$ cat src/rtl/bsg_token_bucket_gate_pkg.sv
// Shared helpers for the token bucket gate: output buffer state encoding and token width.
package bsg_token_bucket_gate_pkg;

   typedef enum logic {
      e_one_fifo_empty = 1'b0,
      e_one_fifo_full  = 1'b1
   } one_fifo_state_e;

   // Bits needed to hold the values 0..max_tokens inclusive
   function automatic int unsigned tok_width(input int unsigned max_tokens);
      return (max_tokens < 1) ? 1 : $clog2(max_tokens + 1);
   endfunction

endpackage

$ cat src/rtl/bsg_one_fifo.sv
// One-entry buffer with registered outputs; a full entry can be replaced in the cycle it drains.
module bsg_one_fifo
   import bsg_token_bucket_gate_pkg::*;
#(
   parameter int unsigned width_p = 8
) (
   input  logic               clk_i,
   input  logic               reset_i,
   input  logic               v_i,
   input  logic [width_p-1:0] data_i,
   output logic               ready_and_o,
   output logic               v_o,
   output logic [width_p-1:0] data_o,
   input  logic               ready_and_i
);

   one_fifo_state_e    state_r, state_n;
   logic [width_p-1:0] data_r;
   logic               enq, deq;

   always_ff @(posedge clk_i) begin
      if (reset_i) state_r <= e_one_fifo_empty;
      else         state_r <= state_n;
   end

   // Payload needs no reset; v_o qualifies it
   always_ff @(posedge clk_i) begin
      if (enq) data_r <= data_i;
   end

   always_comb begin
      state_n     = state_r;
      ready_and_o = 1'b1;
      enq         = 1'b0;
      deq         = 1'b0;
      unique case (state_r)
         e_one_fifo_empty: begin
            ready_and_o = 1'b1;
            enq         = v_i;
            if (enq) state_n = e_one_fifo_full;
         end
         e_one_fifo_full: begin
            deq         = ready_and_i;
            ready_and_o = ready_and_i;
            enq         = v_i & ready_and_i;
            if (deq & ~enq) state_n = e_one_fifo_empty;
         end
      endcase
   end

   assign v_o    = (state_r == e_one_fifo_full);
   assign data_o = data_r;

endmodule

$ cat src/rtl/bsg_token_bucket_gate.sv
// Token-bucket rate limiter for a ready/valid stream; tick_i refills, each limited accept costs one token.
module bsg_token_bucket_gate
   import bsg_token_bucket_gate_pkg::*;
#(
   parameter  int unsigned width_p           = 8,
   parameter  int unsigned max_tokens_p      = 4,
   parameter  int unsigned init_tokens_p     = max_tokens_p,
   parameter  int unsigned tokens_per_tick_p = 1,
   localparam int unsigned tok_width_lp      = tok_width(max_tokens_p)
) (
   input  logic                    clk_i,
   input  logic                    reset_i,
   input  logic                    tick_i,
   input  logic                    limit_en_i,
   input  logic                    v_i,
   input  logic [width_p-1:0]      data_i,
   output logic                    ready_and_o,
   output logic                    v_o,
   output logic [width_p-1:0]      data_o,
   input  logic                    ready_and_i,
   output logic [tok_width_lp-1:0] tokens_o
);

   localparam int unsigned sum_width_lp = tok_width_lp + 1;
   localparam logic [sum_width_lp-1:0] max_ext_lp = sum_width_lp'(max_tokens_p);

   logic [tok_width_lp-1:0] tokens_r, tokens_n;
   logic [sum_width_lp-1:0] add, sub, sum;
   logic                    tok_ok, buf_ready, accept;

   // Gate on the registered count only, so a same-cycle tick never opens the gate
   assign tok_ok      = ~limit_en_i | (tokens_r != '0);
   assign ready_and_o = buf_ready & tok_ok;
   assign accept      = v_i & ready_and_o;

   bsg_one_fifo #(
      .width_p (width_p)
   ) out_buf (
      .clk_i       (clk_i),
      .reset_i     (reset_i),
      .v_i         (v_i & tok_ok),
      .data_i      (data_i),
      .ready_and_o (buf_ready),
      .v_o         (v_o),
      .data_o      (data_o),
      .ready_and_i (ready_and_i)
   );

   // One extra bit of headroom so refill saturates instead of wrapping
   always_comb begin
      add      = tick_i ? sum_width_lp'(tokens_per_tick_p) : '0;
      sub      = sum_width_lp'(accept & limit_en_i);
      sum      = {1'b0, tokens_r} + add - sub;
      tokens_n = (sum > max_ext_lp) ? max_ext_lp[tok_width_lp-1:0] : sum[tok_width_lp-1:0];
   end

   always_ff @(posedge clk_i) begin
      if (reset_i) tokens_r <= tok_width_lp'(init_tokens_p);
      else         tokens_r <= tokens_n;
   end

   assign tokens_o = tokens_r;

`ifndef SYNTHESIS
   a_init_le_max: assert property (@(posedge clk_i) init_tokens_p <= max_tokens_p)
      else $error("init_tokens_p exceeds max_tokens_p");
   a_tpt_le_max: assert property (@(posedge clk_i) tokens_per_tick_p <= max_tokens_p)
      else $error("tokens_per_tick_p exceeds max_tokens_p");
   a_tok_le_max: assert property (@(posedge clk_i) disable iff (reset_i)
                                  {1'b0, tokens_r} <= max_ext_lp)
      else $error("token count exceeds max_tokens_p");
`endif

endmodule

$ cat config.mk
export PLATFORM = sky130hd
export DESIGN_NAME = bsg_token_bucket_gate
export DESIGN_NICKNAME = d
export VERILOG_FILES = /design/src/rtl/bsg_token_bucket_gate_pkg.sv /design/src/rtl/bsg_one_fifo.sv /design/src/rtl/bsg_token_bucket_gate.sv
export SDC_FILE = /design/constraint.sdc
export NUM_CORES = 1
export LEC_CHECK = 0
export CORE_UTILIZATION = 30
export CTS_CLUSTER_DIAMETER = 100
export DETAILED_ROUTE_END_ITERATION = 16
export RECOVER_POWER = 100
export SLEW_MARGIN = 20
export SYNTH_ARGS = -nofsm -noshare
export SYNTH_HDL_FRONTEND = slang
export SYNTH_HIERARCHICAL = 1
export SYNTH_SLANG_ARGS = --single-unit
$ cat constraint.sdc
create_clock -name clk_i -period 8.3 [get_ports clk_i]
set_input_delay 0.83 -clock clk_i [delete_from_list [all_inputs] [get_ports clk_i]]
set_output_delay 0.83 -clock clk_i [all_outputs]
set_load 0.02 [all_outputs]
==> flow_summary.yaml <==
finish:
  regArea_sq_um: 320
  nets: 91
  fin_util_pct: 50.4
  fillers: 164
  final_cell_count_no_fill: 96
  drive_gt1_share_pct: 11.3
  num_antenna_cells: 0
  multiInputGateArea_sq_um: 206
  area_delta_synth_final_pct: 56.8
synth:
  ys_seq_elements: 12
  ys_seq_area_share_pct: 57.7
  syn-cell-area_sq_um: 556
  synth_top_area_cell: "edfxtp_1"
  synth_cells: 41
  synth.distinct_cells: 20
  netlist.area_leader.share_pct: 43.2
  synth_area_leaders: "edfxtp_1 43%, dfxtp_1 14%, ha_1 9.0%"
  synth_warnings: 6
  synth.avg_cell_area_sq_um: 13.5
  mappedNetlistNets: 60
die:
  start_util_pct: 32.2
  core_area_sq_um: 1730
  die_y_um: 45.0
  pin_count: 27
  die-area_sq_um: 2030
  die_w_um: 45.0
  placementRows: 15
cts:
  cts_resized: 0
  cts_sinks: 12
  clockRootBuffer: "clkbuf_4"
  tritoncts: "built"
  cts_buffers: 3
  cts_buffer_depth: 2
  cts_setup_buffers: 0
  htreeDepth: 1
  clkTransAtPathRegs_ns: 0.08
  cts_hold_buf: 0
  clk_latency_ns: 0.27
global_route:
  grt_pass1_vias: 356
  gr-usage-all-layers_pct: 11.3
  grt_max_degree: 9
  antenna_found_initial: 0
  grt-ovfl-total: 0
  grt_pass1_wl_mm: 1.61
sta:
  rsz0062_at_grt: "no"
  skew_ns: 0.00873
  fin_setup_tns_ns: 0
  worst_pin_slew_ns: 0.568
  setup_viol_count_final: 0
  fin_hold_ws_ns: 0.496
  drv_slew: 0
  fin_crit_sh_pct: 43.1
  fmaxAchievable_mhz: 280
  finalHoldViolCount: 0
  post-route-min-period_ns: 3.58
  relSlewSlack_pct: 61.6
power:
  p_total_w: 0.000186
  p_leak_nw: 0.355
  power.density_nw_per_um2: 214
  vdd_drop_max_v: 0.000115
routing:
  remaining_drc_errors: 0
  drt-initial-drc-count: 5
  viasPerCell: 4.23
  routedWlPerCell_um: 10.3
  drt_wl_total_um: 985
  first_pass_iters: 4
  vias: 406
  ant_nets: 0
worst_setup_path:
  critPathMaxFanout: 3
  critPathBufInv: 3
  cp_cell_sequence: "dlygate4sd3_1 -> nor4b_1 -> nor2b_1 -> and3_1 -> ha_1 -> inv_1 -> ha_1 -> inv_1 -> fa_1 -> xnor2_1 -> nor4b_1 -> o21ba_1"
  critPathLaunchType: "primary input"
  arrival_ns: 3.80
  required_ns: 8.52
  crit_path_end_kind: "flop"
  critPathSlowestCell: "nor4b_1"
  cpLargestDelayFamily: "simple AND/OR/NAND/NOR gates"
  crit_type: "in2reg"
  cp_slowest_stage_delay_ns: 0.54
placed_design:
  port_buffers: 26
  place.gp.congestion: 0.730
  place_inst: 92
  dp_hpwl_um: 833
hold_path:
  hold_class: "reg2reg"
outcome:
  status: "finished, final reports clean"
flow_run:
  max_cap_viol_count: 0
-- sequential cells by signal, indices dropped and copies added, names as in the netlist --
name	flops
out_buf/data_o	8
out_buf/v_o	1
tokens_o	3
-- layout by cell type (no fill, tap or decap), drive strengths merged, types with 2 or more instances in the layout --
cell           count
dfxtp              4
inv                7
clkbuf             3
nand2b             2
dlygate4sd3       22
a21oi              2
ha                 4
nor4b              2
and3               2
nor2b              2
edfxtp             8
clkdlybuf4s50      4
-- per-stage QoR --
step           setup WS, ns  instance area (sq um)
5_1_grt                4.49                    871
3_3_place_gp           4.61                    847
4_1_cts                4.79                    873
3_5_place_dp           4.49                    847
2_1_floorplan          5.13                    556
6_report               4.72                    871
-- where the power goes --
group	switching (W)	internal (W)	leakage, nW	total [W]
clock network	0.0000183	0.0000174	0.0154	0.0000357
logic	0.0000363	0.0000334	0.229	0.0000696
registers	0.00000658	0.0000741	0.110	0.0000807
total	0.0000612	0.000125	0.355	0.000186
-- cell families after synthesis --
group | count (synthesis) | synth area share (%)
flops | 12 | 57.7
xor+xnor | 1 | 1.58
buf+inv | 7 | 4.73
simple gates | 11 | 15.1
compound gates | 5 | 8.33
fa+ha+maj | 5 | 12.6
-- layer usage --
metal / part of all wire [%] / global-route usage (%) / vias up
met2: 52 / 17.7 / 13
met1: 44 / 14.5 / 190
met5: 0 / 0 / -
met4: 0 / 1.82 / 0
met3: 4.0 / 5.20 / 0
li1: - / - / 203
-- final timing paths --
| path | from | slack, ns | cells past startpoint | endpoint |
|---|---|---|---|---|
| max reg2reg | tokens_o[1] | 5.36 | 11 | tokens_o[1] |
| max | limit_en_i | 4.72 | 12 | tokens_o[1] |
| min | out_buf/v_o | 0.50 | 2 | out_buf/v_o |
| min reg2reg | out_buf/v_o | 0.50 | 2 | out_buf/v_o |
-- cell usage after synthesis (all sizes together) --
cell     n
edfxtp   8
inv      7
dfxtp    4
ha       4
a21oi    2
and3     2
nand2b   2
nor2b    2
nor4b    2
a2111oi  1
and2     1
fa       1
nand3    1
nor2     1
o21a     1
o21ba    1
xnor2    1
-- final cells by class --
cell class                 count  share of cell area, %
timing repair buffer          26                   29.9
tap                           25                   3.59
sequential                    12                   36.8
inverter                       7                   3.02
clock buffer                   3                   2.59
multi-input combinational     22                   23.7
clock inverter                 1                  0.431
-- worst reg2reg max path, delay by kind of cell (launching register included) --
family	cells	cell delay (ns)
and+or+nand+nor	4	1.26
buffers and inverters	2	0.11
DFF	1	0.38
AOI/OAI and AO/OA	1	0.17
adders and majority gates	3	0.80
xor gates and xnor gates	1	0.16
Power figures use the tool's default switching activity.
